[src/rtl/des_tx_arbiter.sv]
// Two-way round-robin arbiter feeding the RS232 byte channel: captures the granted
// 64-bit word and emits it LSB byte first, one strobe every BYTE_GAP+1 cycles.
module des_tx_arbiter #(
    parameter int BYTE_GAP = 6944,
    parameter int GAP_W    = 16
) (
    input  logic        CLK,
    input  logic        RST_N,
    input  logic        REQ0,
    input  logic [63:0] DATA0,
    input  logic        REQ1,
    input  logic [63:0] DATA1,
    output logic        GNT0,
    output logic        GNT1,
    output logic        DONE0,
    output logic        DONE1,
    output logic [7:0]  SEND_DATA,
    output logic        SEND_DATA_READY,
    output logic        BUSY,
    output logic        ACTIVE_SRC
);

    localparam logic [1:0] IDLE = 2'd0;
    localparam logic [1:0] SEND = 2'd1;
    localparam logic [1:0] GAP  = 2'd2;
    localparam logic [1:0] DONE = 2'd3;

    localparam logic [GAP_W-1:0] GAP_LAST  = GAP_W'(BYTE_GAP - 1);
    localparam logic [3:0]       LAST_BYTE = 4'd8;

    logic [1:0]       stateReg;
    logic             lastServedReg;
    logic [3:0]       byteCntReg;
    logic [GAP_W-1:0] gapCntReg;
    logic [63:0]      shiftReg;

    logic [1:0] reqVec;
    logic [1:0] winVec;
    logic       grantAny;
    logic       grantSel;

    assign reqVec = {REQ1, REQ0};

    genvar gi;
    generate
        for (gi = 0; gi < 2; gi++) begin : g_win
            // Alone wins outright; on a tie the requester not served last wins.
            assign winVec[gi] = reqVec[gi] & (~reqVec[1-gi] | (lastServedReg != 1'(gi)));
        end
    endgenerate

    assign grantAny = |winVec;
    assign grantSel = winVec[1];

    always_ff @(posedge CLK or negedge RST_N) begin
        if (!RST_N) begin
            stateReg        <= IDLE;
            lastServedReg   <= 1'b1;
            byteCntReg      <= 4'd0;
            gapCntReg       <= '0;
            shiftReg        <= 64'd0;
            GNT0            <= 1'b0;
            GNT1            <= 1'b0;
            DONE0           <= 1'b0;
            DONE1           <= 1'b0;
            SEND_DATA       <= 8'd0;
            SEND_DATA_READY <= 1'b0;
            BUSY            <= 1'b0;
            ACTIVE_SRC      <= 1'b0;
        end else begin
            GNT0            <= 1'b0;
            GNT1            <= 1'b0;
            DONE0           <= 1'b0;
            DONE1           <= 1'b0;
            SEND_DATA_READY <= 1'b0;
            case (stateReg)
                IDLE: begin
                    if (grantAny) begin
                        shiftReg   <= grantSel ? DATA1 : DATA0;
                        GNT0       <= ~grantSel;
                        GNT1       <= grantSel;
                        ACTIVE_SRC <= grantSel;
                        byteCntReg <= 4'd0;
                        BUSY       <= 1'b1;
                        stateReg   <= SEND;
                    end
                end
                SEND: begin
                    SEND_DATA       <= shiftReg[7:0];
                    SEND_DATA_READY <= 1'b1;
                    shiftReg        <= shiftReg >> 8;
                    byteCntReg      <= byteCntReg + 4'd1;
                    gapCntReg       <= '0;
                    stateReg        <= GAP;
                end
                GAP: begin
                    gapCntReg <= gapCntReg + GAP_W'(1);
                    if (gapCntReg == GAP_LAST) begin
                        if (byteCntReg == LAST_BYTE) begin
                            DONE0    <= ~ACTIVE_SRC;
                            DONE1    <= ACTIVE_SRC;
                            stateReg <= DONE;
                        end else begin
                            stateReg <= SEND;
                        end
                    end
                end
                DONE: begin
                    lastServedReg <= ACTIVE_SRC;
                    BUSY          <= 1'b0;
                    stateReg      <= IDLE;
                end
            endcase
        end
    end

endmodule
[config.mk]
export PLATFORM = sky130hd
export DESIGN_NAME = des_tx_arbiter
export DESIGN_NICKNAME = d
export VERILOG_FILES = /design/src/rtl/des_tx_arbiter.sv
export SDC_FILE = /design/constraint.sdc
export NUM_CORES = 1
export LEC_CHECK = 0
export CORE_MARGIN = 10
export CORE_UTILIZATION = 53
export DETAILED_ROUTE_END_ITERATION = 16
export PLACE_DENSITY = 0.87
export SYNTH_ARGS = -nofsm -noshare
export SYNTH_HDL_FRONTEND = slang
export SYNTH_SLANG_ARGS = --single-unit
[constraint.sdc]
create_clock -name CLK -period 6.38 [get_ports CLK]
set_clock_uncertainty 0.05 [all_clocks]
set_input_delay 1.276 -clock CLK [delete_from_list [all_inputs] [get_ports CLK]]
set_output_delay 1.276 -clock CLK [all_outputs]
set_load 0.03 [all_outputs]
== Yosys cells after proc, flatten, opt, wreduce, memory -nomap -nowiden ==
Index checks and enable logic that the tools add are counted.

* Bits in registers: 102
* Input bits: 132
* Output and inout bits: 15
* Word-level logic and storage cells: 63

* Add/subtract/negate cells: 2
* Eq/ne operators: 7
* Muxes and demuxes: 23
* Bitwise logic cells: 9
* Reductions and logical operators: 9

{| class="wikitable"
|+ Operator list
! operator !! number
|-
| two-way mux 64 bit || 2
|-
| case mux 64 bit (2 select lines) || 1
|-
| case mux 16 bit (2 select lines) || 1
|-
| adder 16 x 1 -> 16 bit, second input constant || 1
|-
| equality test 16 x 13 -> 1 bit, second input constant || 1
|-
| two-way mux 1 bit || 12
|-
| case mux 2 bit (4 select lines) || 1
|-
| case mux 4 bit (2 select lines) || 1
|-
| AND reduction 2 bit || 4
|-
| two-way mux 2 bit || 3
|-
| nonzero test 2 bit || 3
|-
| NOT 1 bit || 5
|-
| adder 4 x 1 -> 4 bit, second input constant || 1
|-
| equality test 2 bit, second input constant || 2
|-
| equality test 4 bit, second input constant || 1
|-
| two-way mux 4 bit || 1
|-
| inequality test 2 bit, second input constant || 2
|-
| AND 1 bit || 2
|-
| equality test 2 x 1 -> 1 bit, second input constant || 1
|-
| logical NOT 2 bit || 1
|-
| bitwise OR 1 bit || 2
|-
| case mux 1 bit (2 select lines) || 1
|-
| OR reduction 2 bit || 1
|}

== Logic depth before layout (Yosys ltp) ==
Gate-level depths: netlist (run 1).

* Depth in word-level cells: 6
* Depth in mapped cells: 8
* Depth with buffers taken out: 6

== Least setup slack after synthesis (run 1) ==
No wires, ideal clock.

* Kind: input to register
* From: in REQ0
* To: reg shiftReg[10]
* Library setup time: 0.128 ns
* Data arrival time: 2.579 ns
* Required time: 6.202 ns
* Slack: 3.623 ns
* Stages: 5
* Path buffers: 2
* Path through: or3b_1 o21ai_1 buf_2 buf_2 mux2_1

* Longest elaborated chain between the ends: 6
* Elaborated cells between the ends (all ways): 10
* Those cells by class: eq/ne: 1; mux: 3; bitwise: 4; reduce/logical: 2

{| class="wikitable"
|+ RTL lines
! element !! RTL line !! RTL
|-
| start: declaration || 9 || <nowiki>input logic REQ0,</nowiki>
|-
| NOT 1 bit || 48 || <nowiki>assign winVec[gi] = reqVec[gi] & (~reqVec[1-gi] | (lastServedReg != 1'(gi)));</nowiki>
|-
| bitwise OR 1 bit || 48 ||
|-
| AND 1 bit || 48 ||
|-
| two-way mux 64 bit or OR reduction 2 bit (tied branches) || 79, 52 ||
|-
| two-way mux 64 bit or inequality test 2 bit (tied branches) || - ||
|-
| case mux 64 bit (2 select lines) or AND reduction 2 bit (tied branches) || - ||
|-
| end signal: assignment || 79 || <nowiki>shiftReg <= grantSel ? DATA1 : DATA0;</nowiki>
|-
| end signal: assignment || 91 || <nowiki>shiftReg <= shiftReg >> 8;</nowiki>
|-
| end: declaration || 35 || <nowiki>logic [63:0] shiftReg;</nowiki>
|}

Several ways; a longest one is shown, not always the timed one. The select of a mux whose other input is x is not followed.
A chain may end at the register's enable or synchronous reset.

== Worst setup path after layout (run 1) ==
* From: in REQ1
* To: reg shiftReg[17]

* Longest elaborated chain between the ends: 6
* Elaborated cells between the ends (all ways): 10
* Those cells by class: eq/ne: 1; mux: 3; bitwise: 4; reduce/logical: 2

{| class="wikitable"
|+ RTL lines
! element !! RTL line !! RTL
|-
| start: declaration || 11 || <nowiki>input logic REQ1,</nowiki>
|-
| NOT 1 bit || 48 ||
|-
| bitwise OR 1 bit || 48 ||
|-
| AND 1 bit || 48 ||
|-
| OR reduction 2 bit || 52 || <nowiki>assign grantAny = |winVec;</nowiki>
|-
| inequality test 2 bit (no line) || - ||
|-
| AND reduction 2 bit (no line) || - ||
|}

Several ways; a longest one is shown, not always the timed one. The select of a mux whose other input is x is not followed.

==> results of run 1 <==
[layer usage]
metal	track usage	vias to the layer above
li1	-	2040
met1	0.215	2058
met2	0.342	112
met3	0.0423	15
met4	0.0664	0
met5	0	-
[critical path: cells and delay by family]
kind / cells / cell delay [ps]
buf+inv: 2 / 980
compound gates: 2 / 860
mux: 2 / 620
[flip-flops by register name (all words and copies together) (netlist names)]
name / count
byteCntReg: 4
ACTIVE_SRC: 1
gapCntReg: 16
BUSY: 1
lastServedReg: 1
GNT0: 1
shiftReg: 64
SEND_DATA_READY: 1
DONE1: 1
stateReg: 2
DONE0: 1
GNT1: 1
SEND_DATA: 8
[kinds of logic (layout without fill, tap and decap cells)]
kind of cell / Yosys count / in the layout / share of synthesized area
adder cells (fa/ha/maj): 8 / 8 / 0.0186
AO/OA/AOI/OAI: 88 / 88 / 0.0901
XOR/XNOR: 10 / 10 / 0.0163
multiplexers: 130 / 130 / 0.257
AND/OR/NAND/NOR: 128 / 128 / 0.109
buffers and inverters: 43 / 177 / 0.0331
flip-flops: 102 / 102 / 0.475
[final timing paths]
path	slack [ps]	end	cells after the start
worst max-delay path	2840	shiftReg[17]	6
worst min-delay path	450	SEND_DATA[4]	1
min in group asynchronous	720	shiftReg[23]	1
max in group asynchronous	4280	shiftReg[9]	2
worst max register to register	3500	shiftReg[39]	6
worst min register to register	450	SEND_DATA[4]	1
[power groups by stage]
stage	clock [mW]	sequential (mW)	combinational, mW
after floorplan	0	0.660	0.0441
after global routing	0.433	0.647	0.163
final	0.401	0.647	0.150
after global placement	0	0.659	0.147
after CTS	0.408	0.647	0.153
after detailed placement	0	0.659	0.152
[layout make-up]
class,count,area share
clock buffers,11,0.0212
clock inverters,5,0.00561
inverters,11,0.00579
multi-input cells,364,0.375
flip-flops and latches,102,0.358
well taps,133,0.0233
repair buffers,150,0.211
[synth_stat cells (2+ instances only)]
master	count
nor2_1	13
ha_1	8
nand3_1	9
mux2i_1	65
mux2_2	18
nand2_1	75
nor3_1	5
buf_2	13
xnor2_1	7
or3_1	2
o21ai_1	32
nor2b_1	3
o21ai_0	42
clkbuf_1	16
and2_1	2
inv_1	11
nand4_1	5
mux2_1	47
a21oi_1	5
nor4_1	3
buf_1	3
xor2_1	3
dfrtp_1	101
[per-stage QoR]
stage	util	setup WS, ps	std cells	area (µm²)
2_1_floorplan	-	3620	509	5370
3_3_place_gp	0.707	2550	760	6940
3_5_place_dp	0.707	2460	760	6940
4_1_cts	0.726	2860	776	7130
5_1_grt	0.726	2750	776	7130
6_report	0.726	2840	776	7130
==> reports/qor.yml, run 1 <==
outcome: "finished, final reports clean"
ys_seq_area_frac: 0.475
r2r-start: "stateReg[0]"
vias: 4225
final_common_cell: "clkdlybuf4s50_1"
antenna_found_initial: 0
drive_above_1_share: 0.0778
clk_latency_ps: 370
maxSlewHeadroom: 0.260
cts_tree: "done"
combPwrFrac: 0.126
avgSynthCellArea_um2: 10.6
p_leak_nw: 3.28
synth_cells: 509
holdBufCountCts: 0
clock_sinks: 102
met1_length_um: 5600
die-area_um2: 14600
fin_crit_ps: 3540
ant_nets: 0
detail_route.iter0.violations: 268
path_cells: "clkdlybuf4s50_1 -> a21boi_4 -> buf_12 -> mux2i_1 -> o21ai_0 -> mux2_1"
cp_max_fo: 50
io_buffers: 146
grt_pass1_vias: 4561
viasPerCell: 5.44
numCtsBuffers: 9
die_x_um: 121
die_h_um: 121
ys_seq_elements: 102
rows: 36
routedWlPerCell_um: 17.6
p_sw_uw: 287
ioPinCount: 147
routed_wl_um: 13600
netlist_area_um2: 5370
hp-start: "SEND_DATA[4]"
route.met2.wl_um: 7140
finalSetupViolCount: 0
seqPwrFrac: 0.540
power_mw: 1.20
nFillCells: 711
layout_common_cells: "clkdlybuf4s50_1, dfrtp_1, nand2_1"
hold_path.class: "register to register"
clkTransAtPathRegs_ps: 100
post-cts-setup-buffer-count: 0
fmax_mhz: 283
swShare: 0.239
met3WireLength_um: 672
maxSlewViolCount: 0
critPathSlowestCell: "a21boi_4"
crit_start: "REQ1"
cts_resized: 0
tightest_slew_ps: 1110
yosys_warnings: 0
grt_max_degree: 127
area_growth_pct: 32.7
ir_drop_v: 0.0000938
critical_path_required_ps: 6600
hold_violations: 0
drc: 0
worst_hold_slack_ps: 445
seqCellArea_um2: 2550
max_cap_violations: 0
overflow: 0
powerDensity_nw_per_um2: 168
drtPass1Iterations: 4
synth_nets: 649
synth_cell_types: 44
synth_top_area_cell: "dfrtp_1"
rsz0062_at_grt: "false"
clkPwrFrac: 0.334
root_buffer: "clkbuf_8"
intPower_uw: 911
grtUsageTotal: 0.190
cpPeakStageDelay_ps: 710
maxUsedRoutingLayer: "met4"
crit_type: "primary input to register"
hpwl_um: 10400
synth_top_area_frac: 0.470
end_kind: "register"
fin_nets: 778
cp.arrival_ps: 3750
multiInputGateArea_um2: 2680
cts_max_path_buffers: 2
async_reset_ff_frac: 1.00
worstSetupStartpointType: "primary input"
grt_pass1_wl_um: 22500
antenna_cells: 0
ys.flop_type: "dfrtp_1"
period_share: 0.554
core_area_um2: 9820
routabilityCongestion: 0.793
htreeDepth: 3
tns_ps: 0
synth_edf_count: 0
ys_top_cells_by_area: "dfrtp_1, mux2i_1, mux2_1"
start_util: 0.547
Note: power is estimated with default switching activity, not from simulation.
==> run 2, diff against run 1 <==
- CORE_UTILIZATION: 53 -> 49
- PLACE_DENSITY: 0.87 -> 0.81
- clock period: 6.38 -> 3.3 ns (I/O delays scaled with it)
==> run 2 against run 1 <==
Compared with the run above:
- flip-flop and latch count stayed put
- largest cell class unchanged
- hold slack got worse by 170 ps
- register-to-register slack got worse by 2800 ps
- non-clock buffer count increased by 4
- count of clock-buffer cells in the layout fell by 2
- critical endpoint is now shiftReg[34]
==> reports/qor.yml, run 2 (synthesized netlist as in run 1, its figures left out) <==
multiInputGateArea_um2: 2680
drive_above_1_share: 0.0835
combPwrFrac: 0.126
end_kind: "register"
largest_reg_flops: 64
final_common_cell: "clkdlybuf4s50_1"
ant_nets: 0
final_cells: 787
worstSetupStartpointType: "register"
worst_hold_slack_ps: 271
largestRegisters: "shiftReg (64), gapCntReg (16), SEND_DATA (8)"
die_x_um: 125
drc: 0
powerDensity_nw_per_um2: 325
outcome: "finished, final reports clean"
die_h_um: 125
fin_nets: 782
io_buffers: 146
antenna_cells: 0
clk_latency_ps: 360
tns_ps: 0
p_sw_uw: 542
post-cts-setup-buffer-count: 0
drtPass1Iterations: 5
nFillCells: 862
period_share: 0.792
grt_max_degree: 76
die-area_um2: 15600
area_growth_pct: 34.1
critical_path_required_ps: 3480
intPower_mw: 1.80
routedWlPerCell_um: 17.5
fmax_mhz: 383
rsz0062_at_grt: "false"
seqCellArea_um2: 2550
routed_wl_um: 13700
start_util: 0.498
routabilityCongestion: 0.826
grtUsageTotal: 0.174
seqPwrFrac: 0.534
antenna_found_initial: 0
viasPerCell: 5.37
finalSetupViolCount: 0
fin_crit_ps: 2610
swShare: 0.232
maxSlewHeadroom: 0.509
hold_violations: 0
largest_register: "shiftReg"
core_area_um2: 10800
hpwl_um: 10600
rows: 38
crit_type: "register to register"
clkPwrFrac: 0.340
ioPinCount: 147
tightest_slew_ps: 733
cts_resized: 0
power_mw: 2.34
maxSlewViolCount: 0
htreeDepth: 3
numCtsBuffers: 9
grt_pass1_vias: 4370
cp_max_fo: 27
cts_max_path_buffers: 2
overflow: 0
holdBufCountCts: 0
cts_tree: "done"
detail_route.iter0.violations: 322
max_cap_violations: 0
grt_pass1_wl_um: 22600
clkTransAtPathRegs_ps: 100
hold_path.class: "primary input to async pin"
layout_common_cells: "clkdlybuf4s50_1, dfrtp_1, nand2_1"
place_inst: 771
root_buffer: "clkbuf_8"
ir_drop_v: 0.000244
cp.arrival_ps: 2800
p_leak_nw: 3.31
vias: 4230
clock_sinks: 102
## run 2: cell types whose count changed in the layout (fill, tap and decap cells not counted)
cell,change
buf_12,+2
buf_4,+2
bufinv_16,+1
clkbuf_8,-2
clkinv_2,-1
clkinv_4,+1
clkinvlp_4,+2
inv_6,-1
## run 2: final timing paths
kind / startpoint / to / slack [ps] / cells past startpoint
max: stateReg[0] / shiftReg[34] / 690 / 6
min: RST_N / shiftReg[53] / 270 / 1
max reg2reg: stateReg[0] / shiftReg[34] / 690 / 6
min reg2reg: SEND_DATA[6] / SEND_DATA[6] / 450 / 1
max in group asynchronous: RST_N / lastServedReg / 2100 / 2
min in group CLK: SEND_DATA[6] / SEND_DATA[6] / 450 / 1
## run 2: critical path: stages (launching register included)
cell and delay (ps):
dfrtp_1 460, inv_1 160, ha_1 370, or3b_1 500, o21ai_4 320, buf_12 270, mux2_1 350
## run 2: through the flow
stage,area (µm²),worst slack (ps),utilization
6_report,7210,686,0.668
5_1_grt,7210,453,0.668
4_1_cts,7210,677,0.668
3_5_place_dp,7000,450,0.649
3_3_place_gp,7000,510,0.649
2_1_floorplan,5370,1060,-
## run 2: power groups by stage
stage	registers [mW]	logic, mW	clock network, mW
floorplan	1.28	0.0853	0
global placement	1.27	0.291	0
detailed placement	1.27	0.299	0
CTS	1.25	0.300	0.816
global route	1.25	0.322	0.865
finish	1.25	0.295	0.795
## run 2: cell type report
| type | count | area share |
|---|---|---|
| Clock buffer | 9 | 0.0172 |
| Clock inverter | 7 | 0.0111 |
| Inverter | 11 | 0.00573 |
| Multi-Input combinational cell | 364 | 0.371 |
| Sequential cell | 102 | 0.354 |
| Tap cell | 140 | 0.0243 |
| Timing Repair Buffer | 154 | 0.216 |
## run 2: layer usage
metal | global-route usage | vias to the layer above | share of wire
li1 | - | 2053 | -
met4 | 0.0541 | 0 | 0.021
met3 | 0.0340 | 21 | 0.049
met1 | 0.223 | 2033 | 0.44
met5 | 0 | - | 0
met2 | 0.288 | 123 | 0.49
